$ cat src/rtl/bldc_commutation_ctrl.sv
// Six-step BLDC commutation sequencer: Hall filtering, dead-time insertion,
// PWM-gated high sides and latched invalid-Hall / stall faults.
module bldc_commutation_ctrl #(
  parameter int unsigned DEAD_CYC  = 8,
  parameter int unsigned FILT_LEN  = 4,
  parameter int unsigned STALL_CYC = 1000000
) (
  input  logic        clk,
  input  logic        rst_n,
  input  logic        hall_a,
  input  logic        hall_b,
  input  logic        hall_c,
  input  logic        run_en,
  input  logic        dir_cmd,
  input  logic        pwm_in,
  input  logic        fault_clr,
  output logic [5:0]  gate,
  output logic        fault,
  output logic [1:0]  fault_code,
  output logic [15:0] comm_cnt
);

  localparam logic [1:0] StIdle  = 2'd0;
  localparam logic [1:0] StDead  = 2'd1;
  localparam logic [1:0] StDrive = 2'd2;
  localparam logic [1:0] StFault = 2'd3;

  localparam logic [3:0]  FiltLen   = 4'(FILT_LEN);
  localparam logic [7:0]  DeadLast  = 8'(DEAD_CYC - 1);
  localparam logic [23:0] StallLast = 24'(STALL_CYC - 1);

  logic [2:0]  hall_s1, hall_s2, hall_cand, hall_f;
  logic [3:0]  filt_cnt;
  logic        hall_seen;
  logic [1:0]  state_q, state_d;
  logic [2:0]  pat_hall;
  logic        pat_dir;
  logic [7:0]  dead_cnt;
  logic [23:0] stall_cnt;
  logic [1:0]  code_d;
  logic [5:0]  gate_d;
  logic        load, comm_inc;
  logic        hall_bad, hall_chg, dir_chg, stall_hit;
  logic [1:0]  hi_ph, lo_ph;
  logic [5:0]  hi_mask, lo_mask;

  // Synchronizer plus run-length filter; hall_seen marks that any code was accepted.
  always_ff @(posedge clk or negedge rst_n) begin
    if (!rst_n) begin
      hall_s1   <= 3'b000;
      hall_s2   <= 3'b000;
      hall_cand <= 3'b000;
      hall_f    <= 3'b000;
      filt_cnt  <= 4'd0;
      hall_seen <= 1'b0;
    end else begin
      hall_s1 <= {hall_c, hall_b, hall_a};
      hall_s2 <= hall_s1;
      if (hall_s2 != hall_cand) begin
        hall_cand <= hall_s2;
        filt_cnt  <= 4'd1;
      end else if (filt_cnt < FiltLen) begin
        filt_cnt <= filt_cnt + 4'd1;
        if (filt_cnt + 4'd1 == FiltLen) begin
          hall_f    <= hall_cand;
          hall_seen <= 1'b1;
        end
      end
    end
  end

  assign hall_bad  = (hall_f == 3'b000) || (hall_f == 3'b111);
  assign hall_chg  = (hall_f != pat_hall);
  assign dir_chg   = (dir_cmd != pat_dir);
  assign stall_hit = !hall_chg && (stall_cnt == StallLast);

  // Phase index 0=A, 1=B, 2=C; reverse swaps the high and low phase.
  always_comb begin
    hi_ph = 2'd0;
    lo_ph = 2'd1;
    case (pat_hall)
      3'b101:  begin hi_ph = 2'd0; lo_ph = 2'd1; end
      3'b100:  begin hi_ph = 2'd0; lo_ph = 2'd2; end
      3'b110:  begin hi_ph = 2'd1; lo_ph = 2'd2; end
      3'b010:  begin hi_ph = 2'd1; lo_ph = 2'd0; end
      3'b011:  begin hi_ph = 2'd2; lo_ph = 2'd0; end
      3'b001:  begin hi_ph = 2'd2; lo_ph = 2'd1; end
      default: begin hi_ph = 2'd0; lo_ph = 2'd1; end
    endcase
    if (pat_dir) {hi_ph, lo_ph} = {lo_ph, hi_ph};
    hi_mask = 6'b100000 >> {hi_ph, 1'b0};
    lo_mask = 6'b010000 >> {lo_ph, 1'b0};
  end

  always_comb begin
    state_d  = state_q;
    code_d   = fault_code;
    load     = 1'b0;
    comm_inc = 1'b0;
    case (state_q)
      StIdle: begin
        if (run_en && !hall_bad) begin
          state_d = StDead;
          load    = 1'b1;
        end else if (run_en && hall_seen) begin
          state_d = StFault;
          code_d  = 2'b01;
        end
      end
      StDead, StDrive: begin
        if (!run_en) begin
          state_d = StIdle;
        end else if (hall_bad) begin
          state_d = StFault;
          code_d  = 2'b01;
        end else if (stall_hit) begin
          state_d = StFault;
          code_d  = 2'b10;
        end else if (hall_chg || dir_chg) begin
          state_d  = StDead;
          load     = 1'b1;
          comm_inc = (state_q == StDrive) && hall_chg;
        end else if ((state_q == StDead) && (dead_cnt == DeadLast)) begin
          state_d = StDrive;
        end
      end
      StFault: begin
        if (fault_clr && !run_en) begin
          state_d = StIdle;
          code_d  = 2'b00;
        end
      end
      default: state_d = StIdle;
    endcase
    gate_d = 6'b000000;
    if (state_d == StDrive) gate_d = lo_mask | (pwm_in ? hi_mask : 6'b000000);
  end

  always_ff @(posedge clk or negedge rst_n) begin
    if (!rst_n) begin
      state_q    <= StIdle;
      pat_hall   <= 3'b000;
      pat_dir    <= 1'b0;
      dead_cnt   <= 8'd0;
      stall_cnt  <= 24'd0;
      comm_cnt   <= 16'd0;
      fault_code <= 2'b00;
      gate       <= 6'b000000;
    end else begin
      state_q    <= state_d;
      fault_code <= code_d;
      gate       <= gate_d;
      if (load) begin
        pat_hall <= hall_f;
        pat_dir  <= dir_cmd;
        dead_cnt <= 8'd0;
      end else if (state_q == StDead) begin
        dead_cnt <= dead_cnt + 8'd1;
      end
      if (((state_q == StDead) || (state_q == StDrive)) && !hall_chg) begin
        stall_cnt <= stall_cnt + 24'd1;
      end else begin
        stall_cnt <= 24'd0;
      end
      if (comm_inc) comm_cnt <= comm_cnt + 16'd1;
    end
  end

  assign fault = (state_q == StFault);

endmodule

$ cat config.mk
export PLATFORM = sky130hd
export DESIGN_NAME = bldc_commutation_ctrl
export DESIGN_NICKNAME = d
export VERILOG_FILES = /design/src/rtl/bldc_commutation_ctrl.sv
export SDC_FILE = /design/constraint.sdc
export NUM_CORES = 1
export LEC_CHECK = 0
export BUFFER_PORTS_ARGS = -buffer_cell sky130_fd_sc_hd__buf_2
export CAP_MARGIN = 20
export CORE_UTILIZATION = 47
export CTS_CLUSTER_DIAMETER = 80
export CTS_CLUSTER_SIZE = 40
export DETAILED_ROUTE_END_ITERATION = 8
export GPL_TIMING_DRIVEN = 0
export PLACE_DENSITY = 0.65
export SETUP_SLACK_MARGIN = 0.02
export SYNTH_ARGS = -nofsm -noshare
export SYNTH_HDL_FRONTEND = slang
export SYNTH_SLANG_ARGS = --single-unit
$ cat constraint.sdc
create_clock -name clk -period 6.39 [get_ports clk]
set_input_delay 0.9585 -clock clk [delete_from_list [all_inputs] [get_ports clk]]
set_output_delay 0.9585 -clock clk [all_outputs]
set_load 0.005 [all_outputs]
==> reports/summary.log, run 1 <==
[global_routing] Total Routing Usage GR 18.13%
[global_routing] vias in the first global route 2602
[logic_synthesis] synthesized area per cell 10.55 sq um
[sta] Total Neg Setup Slack 0 ns
[cts] post-cts gate resize count 0
[logic_synthesis] number of distinct library cells after synthesis 50
[setup_path] worst reg2reg path endpoint comm_cnt[12]
[drt] wirelength, routed 6.909 mm
[logic_synthesis] netlist area before placement 3861 sq um
[layout] layout net count 427
[setup_path] minimum setup slack among reg-to-reg paths 3.87 ns
[placement] post-placement cell count 501
[cts] Post-CTS Repair Setup Buffers 0
[layout] layout overhead on the synthesized area 12.73%
[setup_path] Worst EP arrival 2.75 ns
[sta] maximum clock rate 397.3 MHz
[sta] headroom to the max-slew limit 65.64%
[setup_path] length in cells of the worst reg-to-reg path 9
[logic_synthesis] post-synthesis sequential area ratio 51.20%
[logic_synthesis] number of synthesized flops with an enable pin 0
[global_routing] first-pass GRT wire length 12.22 mm
[sta] total count of max-transition violations in the final report 0
[layout] count of filler cells inserted in the layout 718
[sta] setup skew after layout 0.007149 ns
[logic_synthesis] prevailing post-synth register cell sky130_fd_sc_hd__dfrtp_1
[cts] TritonCTS clock tree built
[setup_path] WP data required 6.62 ns
[logic_synthesis] asr flop ratio synth 100.0%
[setup_path] largest fanout on the critical path 9
[die] core area 7848 sq um
[logic_synthesis] Syn Inst Count 366
[logic_synthesis] post-synthesis sequential element count 79
[drt] count of routing violations after the opening detailed-route iteration 109
[sta] clock period minus worst slack 2.517 ns
[sta] slew at the pin with the worst max-slew slack 0.5131 ns
[global_routing] global route total overflow 0
[layout] share of cells above drive strength 1 17.35%
[layout] non-filler instance count after layout 517
[global_routing] antenna violations before repair 0
[sta] setup violators final 0
[outcome] run status complete, no violations
[cts] Max clock buf depth 2
[die] height of the die 92.64 microns
[sta] worst-case hold slack 0.3498 ns
[layout] commonest non-fill, non-tap cell in the layout sky130_fd_sc_hd__dfrtp_1
[pwr] VDD IR max 0.1329 mV
[placement] half-perimeter wire length of the detailed placement result 4.953 mm
[pwr] total chip power 1.511 mW
[min_path] path category of the worst min-delay check flop to flop
[global_routing] largest net degree at the start of global routing 46
[cts] deepest level of the CTS H-tree 3
[drt] routed vias/inst 5.286
[job] number of violations of the max-capacitance limit 0
[min_path] hold worst-path end hall_s2[1]
[die] overall die width 92.64 microns
[layout] count of antenna diodes in the layout 0
[drt] DRC viols 0
[cts] clk_lat worst skew 0.34 ns
[min_path] hold-critical path depth 0
[sta] final critical-path share of the clock period 39.39%
[setup_path] start-to-end type of the worst setup path flop to flop
[placement] buffers added on ports 32
[setup_path] startpoint of the most critical register-to-register path state_q[1]
[pwr] power density over the cells 347.2 nW/um^2
[die] count of pins on the block boundary 34
[layout] highest-count cells in the layout ignoring fill and taps sky130_fd_sc_hd__dfrtp_1, sky130_fd_sc_hd__nor2_1, sky130_fd_sc_hd__buf_2
[cts] number of buffers inserted during clock tree synthesis 9
[placement] weighted congestion reported at the end of routability-driven placement 0.7940
[drt] DRT Pass-1 Iters 4
[die] # rows 32
[setup_path] critical path startpoint category flop
[die] starting density of the core 49.20%
[drt] Routed WL per cell 13.36 microns
[drt] routed via count 2733
[logic_synthesis] number of synthesis warnings 0
[min_path] min-delay src hall_s1[1]
[cts] Root Buffer sky130_fd_sc_hd__clkbuf_8
[logic_synthesis] Net Count, Synth 383
[cts] number of buffers inserted for hold repair after clock tree synthesis 0
[sta] RSZ-0062 raised after global routing no
[sta] number of failing hold endpoints at the final stage 0
[cts] post-CTS clock slew at the launch and capture registers of the worst setup and hold paths 0.08 ns
[setup_path] kind of end point of the critical path flop
[drt] Final ANT Viol Nets 0
[cts] number of clock sinks 79
[pwr] leakage power 2.002 nW
[die] Die Footprint 8582 sq um
==> flip-flops by register name (all words and copies together) (netlist names) <==
| name | flops |
|---|---|
| stall_cnt | 24 |
| gate | 6 |
| fault_code | 2 |
| dead_cnt | 8 |
| hall_cand | 3 |
| pat_dir | 1 |
| hall_s1 | 3 |
| hall_seen | 1 |
| filt_cnt | 4 |
| hall_f | 3 |
| pat_hall | 3 |
| comm_cnt | 16 |
| state_q | 2 |
| hall_s2 | 3 |
==> metrics by stage <==
step	util [%]	setup WS [ns]	instance area, sq um
finish	55.47	3.873	4353
global placement	52.87	3.772	4149
detailed placement	53.25	3.738	4179
CTS	55.47	3.852	4353
global route	55.47	3.620	4353
floorplan	-	4.010	3861
==> where the power goes <==
group / internal (mW) / switching, mW
combinational: 0.227 / 0.321
sequential: 0.568 / 0.0674
clock: 0.150 / 0.178
==> Yosys cell counts (2+ instances only) <==
cell / instances / area [sq um]
sky130_fd_sc_hd__nor2_1: 38 / 142.6
sky130_fd_sc_hd__o21ai_0: 16 / 80.08
sky130_fd_sc_hd__nor4_1: 4 / 25.02
sky130_fd_sc_hd__nand4_1: 10 / 62.56
sky130_fd_sc_hd__buf_6: 3 / 33.78
sky130_fd_sc_hd__xnor2_1: 23 / 201.4
sky130_fd_sc_hd__nor3_1: 5 / 25.02
sky130_fd_sc_hd__inv_1: 9 / 33.78
sky130_fd_sc_hd__a31oi_1: 2 / 12.51
sky130_fd_sc_hd__xor2_1: 18 / 157.7
sky130_fd_sc_hd__and3_1: 13 / 81.33
sky130_fd_sc_hd__nand2b_1: 5 / 31.28
sky130_fd_sc_hd__a22o_1: 8 / 70.07
sky130_fd_sc_hd__ha_1: 8 / 100.1
sky130_fd_sc_hd__dfrtp_1: 79 / 1977
sky130_fd_sc_hd__nand2_1: 30 / 112.6
sky130_fd_sc_hd__and4_1: 6 / 52.55
sky130_fd_sc_hd__clkbuf_1: 10 / 37.54
sky130_fd_sc_hd__mux2_1: 3 / 33.78
sky130_fd_sc_hd__o21ai_1: 5 / 25.02
sky130_fd_sc_hd__nand3_1: 14 / 70.07
sky130_fd_sc_hd__a21oi_1: 9 / 45.04
sky130_fd_sc_hd__nor4_2: 3 / 37.54
sky130_fd_sc_hd__or3_1: 4 / 25.02
sky130_fd_sc_hd__nor2b_1: 9 / 56.30
sky130_fd_sc_hd__and2_1: 2 / 12.51
sky130_fd_sc_hd__o211ai_1: 2 / 15.01
sky130_fd_sc_hd__mux2_2: 6 / 67.56
==> cell type report <==
class / instances / area, sq um / share of cell area (%)
clock inverters: 6 / 36.28 / 0.8336
well taps: 102 / 127.6 / 2.932
multi-input cells: 264 / 1774 / 40.76
inverters: 9 / 33.78 / 0.7761
plain buffers: 14 / 76.32 / 1.753
repair buffers: 33 / 190.2 / 4.369
flip-flops and latches: 79 / 1977 / 45.42
clock buffers: 10 / 137.6 / 3.162
==> cells by family after synthesis <==
| kind of cell | Yosys count | share of synthesized area [%] |
|---|---|---|
| adder cells (fa/ha/maj) | 8 | 2.592 |
| multiplexers | 10 | 2.884 |
| XOR/XNOR | 42 | 9.721 |
| AND/OR/NAND/NOR | 154 | 22.07 |
| AO/OA/AOI/OAI | 50 | 8.684 |
| buffers and inverters | 23 | 2.851 |
| flip-flops | 79 | 51.20 |
==> critical path, stage by stage, from the launching register on <==
cell and delay [ns]:
sky130_fd_sc_hd__dfrtp_1 0.46, sky130_fd_sc_hd__inv_1 0.12, sky130_fd_sc_hd__ha_1 0.28, sky130_fd_sc_hd__clkbuf_1 0.27
sky130_fd_sc_hd__and2_1 0.18, sky130_fd_sc_hd__nand4_1 0.19, sky130_fd_sc_hd__nor4_2 0.38, sky130_fd_sc_hd__and4_1 0.29
sky130_fd_sc_hd__nand3_1 0.11, sky130_fd_sc_hd__xnor2_1 0.14
==> worst max path at each step <==
stage,start,end,slack (ns),depth (start not counted)
floorplan,run_en,fault_code[0],4.01,7
global placement,run_en,fault_code[0],3.77,7
detailed placement,run_en,fault_code[0],3.74,7
CTS,state_q[1],comm_cnt[12],3.85,9
global route,state_q[1],comm_cnt[12],3.62,9
finish,state_q[1],comm_cnt[12],3.87,9
==> layer usage <==
layer | up-vias | share of wire [%] | global-route usage, %
li1 | 1365 | - | -
met1 | 1326 | 48 | 24.41
met2 | 38 | 49 | 28.70
met3 | 4 | 2.7 | 4.187
met4 | 0 | 0.83 | 6.538
met5 | - | 0 | 0
Power figures use the tool's default switching activity.
==> run 2, diff against run 1 <==
--- a/config.mk
+++ b/config.mk
@@ -5,6 +5,7 @@
 export SDC_FILE = /design/constraint.sdc
 export NUM_CORES = 1
 export LEC_CHECK = 0
+export ABC_AREA = 1
 export BUFFER_PORTS_ARGS = -buffer_cell sky130_fd_sc_hd__buf_2
 export CAP_MARGIN = 20
 export CORE_UTILIZATION = 47
@@ -12,7 +13,7 @@
 export CTS_CLUSTER_SIZE = 40
 export DETAILED_ROUTE_END_ITERATION = 8
 export GPL_TIMING_DRIVEN = 0
-export PLACE_DENSITY = 0.65
+export PLACE_DENSITY = 0.68
 export SETUP_SLACK_MARGIN = 0.02
 export SYNTH_ARGS = -nofsm -noshare
 export SYNTH_HDL_FRONTEND = slang
==> constraint.sdc (replaced) <==
create_clock -name clk -period 2.26 [get_ports clk]
set_input_delay 0.339 -clock clk [delete_from_list [all_inputs] [get_ports clk]]
set_output_delay 0.339 -clock clk [all_outputs]
set_load 0.005 [all_outputs]
==> reports/summary.log, run 2 <==
[drt] wirelength, routed 7.778 mm
[cts] Max clock buf depth 2
[pwr] VDD IR max 0.3330 mV
[min_path] path category of the worst min-delay check input port to flop
[die] count of pins on the block boundary 34
[global_routing] antenna violations before repair 0
[placement] buffers added on ports 33
[setup_path] worst reg2reg path endpoint pat_hall[0]
[die] height of the die 95.25 microns
[sta] slew at the pin with the worst max-slew slack 0.4214 ns
[drt] Routed WL per cell 12.12 microns
[global_routing] first-pass GRT wire length 13.34 mm
[layout] share of cells above drive strength 1 18.06%
[cts] deepest level of the CTS H-tree 3
[drt] Final ANT Viol Nets 0
[layout] number of flip-flops in the largest register 24
[sta] RSZ-0062 raised after global routing no
[logic_synthesis] top cells by instance count after synthesis sky130_fd_sc_hd__nand2_1, sky130_fd_sc_hd__dfrtp_1, sky130_fd_sc_hd__nor2_1
[global_routing] vias in the first global route 3021
[pwr] power density over the cells 909.3 nW/um^2
[sta] clock period minus worst slack 2.033 ns
[logic_synthesis] number of synthesized flops with an enable pin 0
[setup_path] largest fanout on the critical path 10
[drt] DRC viols 0
[sta] headroom to the max-slew limit 71.65%
[sta] setup skew after layout 0.01206 ns
[min_path] min-delay src hall_b
[cts] TritonCTS clock tree built
[logic_synthesis] number of synthesis warnings 0
[cts] clk_lat worst skew 0.35 ns
[cts] number of clock sinks 79
[drt] routed vias/inst 4.931
[setup_path] startpoint of the most critical register-to-register path state_q[0]
[logic_synthesis] prevailing post-synth register cell sky130_fd_sc_hd__dfrtp_1
[setup_path] WP data required 2.50 ns
[layout] count of antenna diodes in the layout 0
[layout] most flop-heavy register stall_cnt
[logic_synthesis] leading area contributor after synthesis sky130_fd_sc_hd__dfrtp_1
[placement] half-perimeter wire length of the detailed placement result 5.778 mm
[setup_path] length in cells of the worst reg-to-reg path 10
[setup_path] start-to-end type of the worst setup path flop to flop
[min_path] hold-critical path depth 1
[global_routing] largest net degree at the start of global routing 55
[layout] count of filler cells inserted in the layout 764
[setup_path] critical path startpoint category flop
[logic_synthesis] asr flop ratio synth 100.0%
[sta] setup violators final 0
[sta] number of failing hold endpoints at the final stage 0
[drt] count of routing violations after the opening detailed-route iteration 113
[layout] layout net count 549
[pwr] leakage power 2.282 nW
[logic_synthesis] cell with the most instances after synthesis sky130_fd_sc_hd__nand2_1
[logic_synthesis] post-synthesis sequential area ratio 48.38%
[layout] leading registers by flop count stall_cnt (24), comm_cnt (16), dead_cnt (8)
[job] number of violations of the max-capacitance limit 0
[logic_synthesis] Syn Inst Count 486
[layout] highest-count cells in the layout ignoring fill and taps sky130_fd_sc_hd__nand2_1, sky130_fd_sc_hd__dfrtp_1, sky130_fd_sc_hd__nor2_1
[setup_path] ordered cell list for the critical path inv_1 > ha_1 > inv_1 > nor2_2 > nand3_2 > nand2_2 > nand2_4 > buf_6 > nand2_1 > o21ai_1
[cts] post-CTS clock slew at the launch and capture registers of the worst setup and hold paths 0.09 ns
[global_routing] Total Routing Usage GR 18.88%
[logic_synthesis] synthesized area per cell 8.408 sq um
[cts] number of buffers inserted during clock tree synthesis 9
[layout] final core area utilization 55.54%
[sta] Total Neg Setup Slack 0 ns
[layout] layout overhead on the synthesized area 12.80%
[setup_path] Top cell by count, worst path sky130_fd_sc_hd__inv_1
[sta] final critical-path share of the clock period 89.94%
[sta] total count of max-transition violations in the final report 0
[logic_synthesis] proportion of netlist area held by the largest area contributor 48.38%
[logic_synthesis] Area contributors post-synth sky130_fd_sc_hd__dfrtp_1, sky130_fd_sc_hd__nand2_1, sky130_fd_sc_hd__nor2_1, sky130_fd_sc_hd__inv_1, sky130_fd_sc_hd__xor2_1
[setup_path] kind of end point of the critical path flop
[die] overall die width 95.25 microns
[setup_path] Worst EP arrival 2.27 ns
[drt] DRT Pass-1 Iters 5
[outcome] run status complete, no violations
[layout] commonest non-fill, non-tap cell in the layout sky130_fd_sc_hd__nand2_1
[die] core area 8299 sq um
[setup_path] Critical Path Slowest Stage Cell sky130_fd_sc_hd__dfrtp_1
[placement] weighted congestion reported at the end of routability-driven placement 0.8093
[min_path] hold worst-path end hall_s1[1]
[sta] maximum clock rate 492.0 MHz
[setup_path] biggest cell delay along the critical path 0.47 ns
[logic_synthesis] number of distinct library cells after synthesis 36
[logic_synthesis] Net Count, Synth 503
[global_routing] global route total overflow 0
[die] Die Footprint 9072 sq um
[drt] routed via count 3166
[die] # rows 33
[setup_path] minimum setup slack among reg-to-reg paths 0.23 ns
[logic_synthesis] post-synthesis sequential element count 79
[logic_synthesis] netlist area before placement 4086 sq um
[cts] Root Buffer sky130_fd_sc_hd__clkbuf_8
[die] starting density of the core 49.24%
run 2: power by group:
group          switching (mW)  leakage, nW  internal (mW)
clock network           0.554       0.0866          0.410
registers               0.158         1.05           1.60
logic                   0.956         1.14          0.517
total                    1.67         2.28           2.52
run 2: cell families after synthesis:
logic type                 share of synthesized area, %
AOI/OAI and AO/OA                                 8.236
xor gates and xnor gates                          5.787
adders and majority gates                         2.450
buffers and inverters                             6.613
DFF                                               48.38
and+or+nand+nor                                   28.54
run 2: cell type report:
| cell class | instances | area, sq um | area share (%) |
|---|---|---|---|
| Buffer | 8 | 52.55 | 1.140 |
| Multi-Input combinational cell | 341 | 1847 | 40.07 |
| Clock inverter | 7 | 55.05 | 1.194 |
| Timing Repair Buffer | 35 | 205.2 | 4.452 |
| Tap cell | 105 | 131.4 | 2.850 |
| Clock buffer | 9 | 123.9 | 2.687 |
| Sequential cell | 79 | 1977 | 42.89 |
| Inverter | 58 | 217.7 | 4.723 |
run 2: how the worst max path moves through the flow:
stage	from	endpoint	slack, ns	depth (start not counted)
after floorplan	state_q[0]	dead_cnt[4]	0.50	10
after global placement	state_q[0]	dead_cnt[5]	0.25	10
after detailed placement	state_q[0]	dead_cnt[5]	0.19	10
after CTS	state_q[0]	dead_cnt[5]	0.17	10
after global routing	state_q[0]	pat_hall[1]	0.06	10
final	state_q[0]	pat_hall[0]	0.23	10
run 2: what timing repair did:
action                                  in CTS  in global routing
endpoints found under the hold margin       25                  0
endpoints found under the setup margin       0                 14
hold buffers                                 1                  0
setup buffers                                0                  0
gates resized for setup                      0                  2
run 2: critical path: cells and delay by family (launching register included):
family          cells  cell delay (ns)
compound gates      1             0.06
fa+ha+maj           1             0.40
buf+inv             3             0.42
flops               1             0.47
simple gates        5             0.55
run 2: layer usage:
metal	global-route usage [%]	part of all wire, %	vias to the layer above
li1	-	-	1651
met1	24.81	49	1446
met2	30.77	46	57
met3	3.270	3.2	12
met4	7.702	1.7	0
met5	0	0	-
run 2: per-stage QoR:
| step | hold WS (ns) | setup slack (ns) | total power, mW | area (sq um) | instances |
|---|---|---|---|---|---|
| after floorplan | 0.04341 | 0.5030 | 2.872 | 4086 | 486 |
| after global placement | 0.3357 | 0.2481 | 3.195 | 4383 | 624 |
| after detailed placement | 0.2790 | 0.1894 | 3.238 | 4413 | 625 |
| after CTS | 0.08412 | 0.1721 | 4.220 | 4602 | 642 |
| after global routing | 0.07913 | 0.06456 | 4.548 | 4609 | 642 |
| final | 0.09907 | 0.2274 | 4.191 | 4609 | 642 |
==> run 3, diff against run 2 <==
--- a/config.mk
+++ b/config.mk
@@ -7,8 +7,9 @@
 export LEC_CHECK = 0
 export ABC_AREA = 1
 export BUFFER_PORTS_ARGS = -buffer_cell sky130_fd_sc_hd__buf_2
-export CAP_MARGIN = 20
+export CAP_MARGIN = 25
 export CORE_UTILIZATION = 47
+export CTS_BUF_LIST = sky130_fd_sc_hd__clkbuf_16
 export CTS_CLUSTER_DIAMETER = 80
 export CTS_CLUSTER_SIZE = 40
 export DETAILED_ROUTE_END_ITERATION = 8
==> reports/summary.log, run 3 (synthesis gave the netlist of run 2 again) <==
[sta] RSZ-0062 raised after global routing no
[placement] buffers added on ports 33
[die] starting density of the core 49.24%
[layout] count of antenna diodes in the layout 0
[layout] count of filler cells inserted in the layout 749
[sta] setup skew after layout 0.009396 ns
[cts] TritonCTS clock tree built
[sta] setup violators final 0
[global_routing] Total Routing Usage GR 19.23%
[setup_path] kind of end point of the critical path flop
[outcome] run status complete, no violations
[pwr] proportion of power drawn by the clock network 29.7%
[drt] Final ANT Viol Nets 0
[sta] clock period minus worst slack 2.062 ns
[layout] final instance area 4706 sq um
[layout] highest-count cells in the layout ignoring fill and taps sky130_fd_sc_hd__nand2_1, sky130_fd_sc_hd__dfrtp_1, sky130_fd_sc_hd__nor2_1
[layout] share of cells above drive strength 1 18.06%
[pwr] VDD IR max 0.4197 mV
[cts] Max clock buf depth 2
[layout] most flop-heavy register stall_cnt
[pwr] leakage power 2.328 nW
[drt] Routed WL per cell 12.30 microns
[setup_path] largest fanout on the critical path 10
[setup_path] WP data required 2.52 ns
[cts] number of buffers inserted during clock tree synthesis 9
[global_routing] global route total overflow 0
[drt] count of routing violations after the opening detailed-route iteration 143
[sta] worst-case hold slack 0.1133 ns
[layout] commonest non-fill, non-tap cell in the layout sky130_fd_sc_hd__nand2_1
[min_path] hold-critical path depth 1
[drt] wirelength, routed 7.897 mm
[setup_path] length in cells of the worst reg-to-reg path 7
[layout] layout net count 549
[placement] standard cell area after detailed placement 4413 sq um
[sta] Total Neg Setup Slack 0 ns
[layout] number of flip-flops in the largest register 24
[cts] Root Buffer sky130_fd_sc_hd__clkbuf_16
[sta] number of failing hold endpoints at the final stage 0
[die] count of pins on the block boundary 34
[setup_path] critical path startpoint category flop
[pwr] combinational share of power 31.9%
[min_path] path category of the worst min-delay check input port to flop
[drt] DRC viols 0
[die] Die Footprint 9072 sq um
[die] height of the die 95.25 microns
[pwr] sequential group share of total power 38.4%
[sta] headroom to the max-slew limit 72.40%
[global_routing] antenna violations before repair 0
[placement] half-perimeter wire length of the detailed placement result 5.778 mm
[job] number of violations of the max-capacitance limit 0
[global_routing] vias in the first global route 3005
[pwr] switching portion of total power 37.37%
[layout] final core area utilization 56.70%
[pwr] Int Pwr 2.867 mW
[placement] weighted congestion reported at the end of routability-driven placement 0.8093
[sta] final critical-path share of the clock period 91.25%
[cts] post-CTS clock slew at the launch and capture registers of the worst setup and hold paths 0.07 ns
[sta] maximum clock rate 484.9 MHz
[global_routing] first-pass GRT wire length 13.40 mm
[setup_path] Worst EP arrival 2.32 ns
[sta] total count of max-transition violations in the final report 0
[layout] leading registers by flop count stall_cnt (24), comm_cnt (16), dead_cnt (8)
[pwr] power density over the cells 972.8 nW/um^2
[layout] layout overhead on the synthesized area 15.16%
[drt] DRT Pass-1 Iters 5
[sta] slew at the pin with the worst max-slew slack 0.4109 ns
[global_routing] largest net degree at the start of global routing 55
[die] # rows 33
[pwr] switching pwr 1.711 mW
[die] core area 8299 sq um
[cts] clk_lat worst skew 0.34 ns
[die] overall die width 95.25 microns
[setup_path] start-to-end type of the worst setup path flop to flop
[cts] Post-CTS Repair Setup Buffers 0
[cts] number of clock sinks 79
[cts] deepest level of the CTS H-tree 3
[drt] routed vias/inst 5.000
[drt] routed via count 3210
run 3: what timing repair did:
item,CTS,global route
resized for setup,0,1
hold buffers,1,0
setup endpoints to repair,0,11
hold endpoints to repair,25,0
run 3: power by group through the flow:
| stage | combinational [mW] | clock (mW) | sequential (mW) |
|---|---|---|---|
| 6_report | 1.46 | 1.36 | 1.76 |
| 5_1_grt | 1.70 | 1.46 | 1.78 |
| 4_1_cts | 1.47 | 1.40 | 1.75 |
| 3_5_place_dp | 1.46 | 0 | 1.78 |
| 3_3_place_gp | 1.42 | 0 | 1.78 |
| 2_1_floorplan | 1.12 | 0 | 1.75 |
run 3: through the flow:
step | instances | setup slack, ns | total power [mW]
after detailed placement | 625 | 0.1894 | 3.238
after floorplan | 486 | 0.5030 | 2.872
final | 642 | 0.1976 | 4.578
after global placement | 624 | 0.2481 | 3.195
after global routing | 642 | 0.02272 | 4.936
after CTS | 642 | 0.1757 | 4.623
run 3: worst paths after layout:
kind / startpoint / endpoint / slack [ns]
setup / recovery: state_q[0] / stall_cnt[4] / 0.20
min in group asynchronous: rst_n / dead_cnt[1] / 0.46
hold reg to reg: hall_s1[1] / hall_s2[1] / 0.35
max in group asynchronous: rst_n / hall_s2[2] / 1.22
setup reg to reg: state_q[0] / stall_cnt[4] / 0.20
hold / removal: hall_b / hall_s1[1] / 0.11
run 3: worst max-delay path, stage by stage, from the launching register on:
cell and delay [ns]:
sky130_fd_sc_hd__dfrtp_1 0.46, sky130_fd_sc_hd__inv_1 0.15, sky130_fd_sc_hd__ha_1 0.41, sky130_fd_sc_hd__inv_1 0.10, sky130_fd_sc_hd__nor2_2 0.32, sky130_fd_sc_hd__clkbuf_2 0.30, sky130_fd_sc_hd__o21ai_0 0.12, sky130_fd_sc_hd__a21oi_1 0.13
run 3: final cells by class:
cell class	instances	area [sq um]	area share [%]
sequential	79	1977	42.01
clock inverter	7	55.05	1.170
multi-input combinational	341	1842	39.14
timing repair buffer	35	205.2	4.361
tap	105	131.4	2.792
buffer	8	52.55	1.117
inverter	58	217.7	4.626
clock buffer	9	225.2	4.786
run 3: metal layers:
metal  track usage, %  part of all wire (%)  vias up
li1                 -                     -     1652
met1            24.87                    49     1483
met2            31.19                    46       68
met3            4.466                   3.4        7
met4            7.323                   1.1        0
met5                0                     0        -
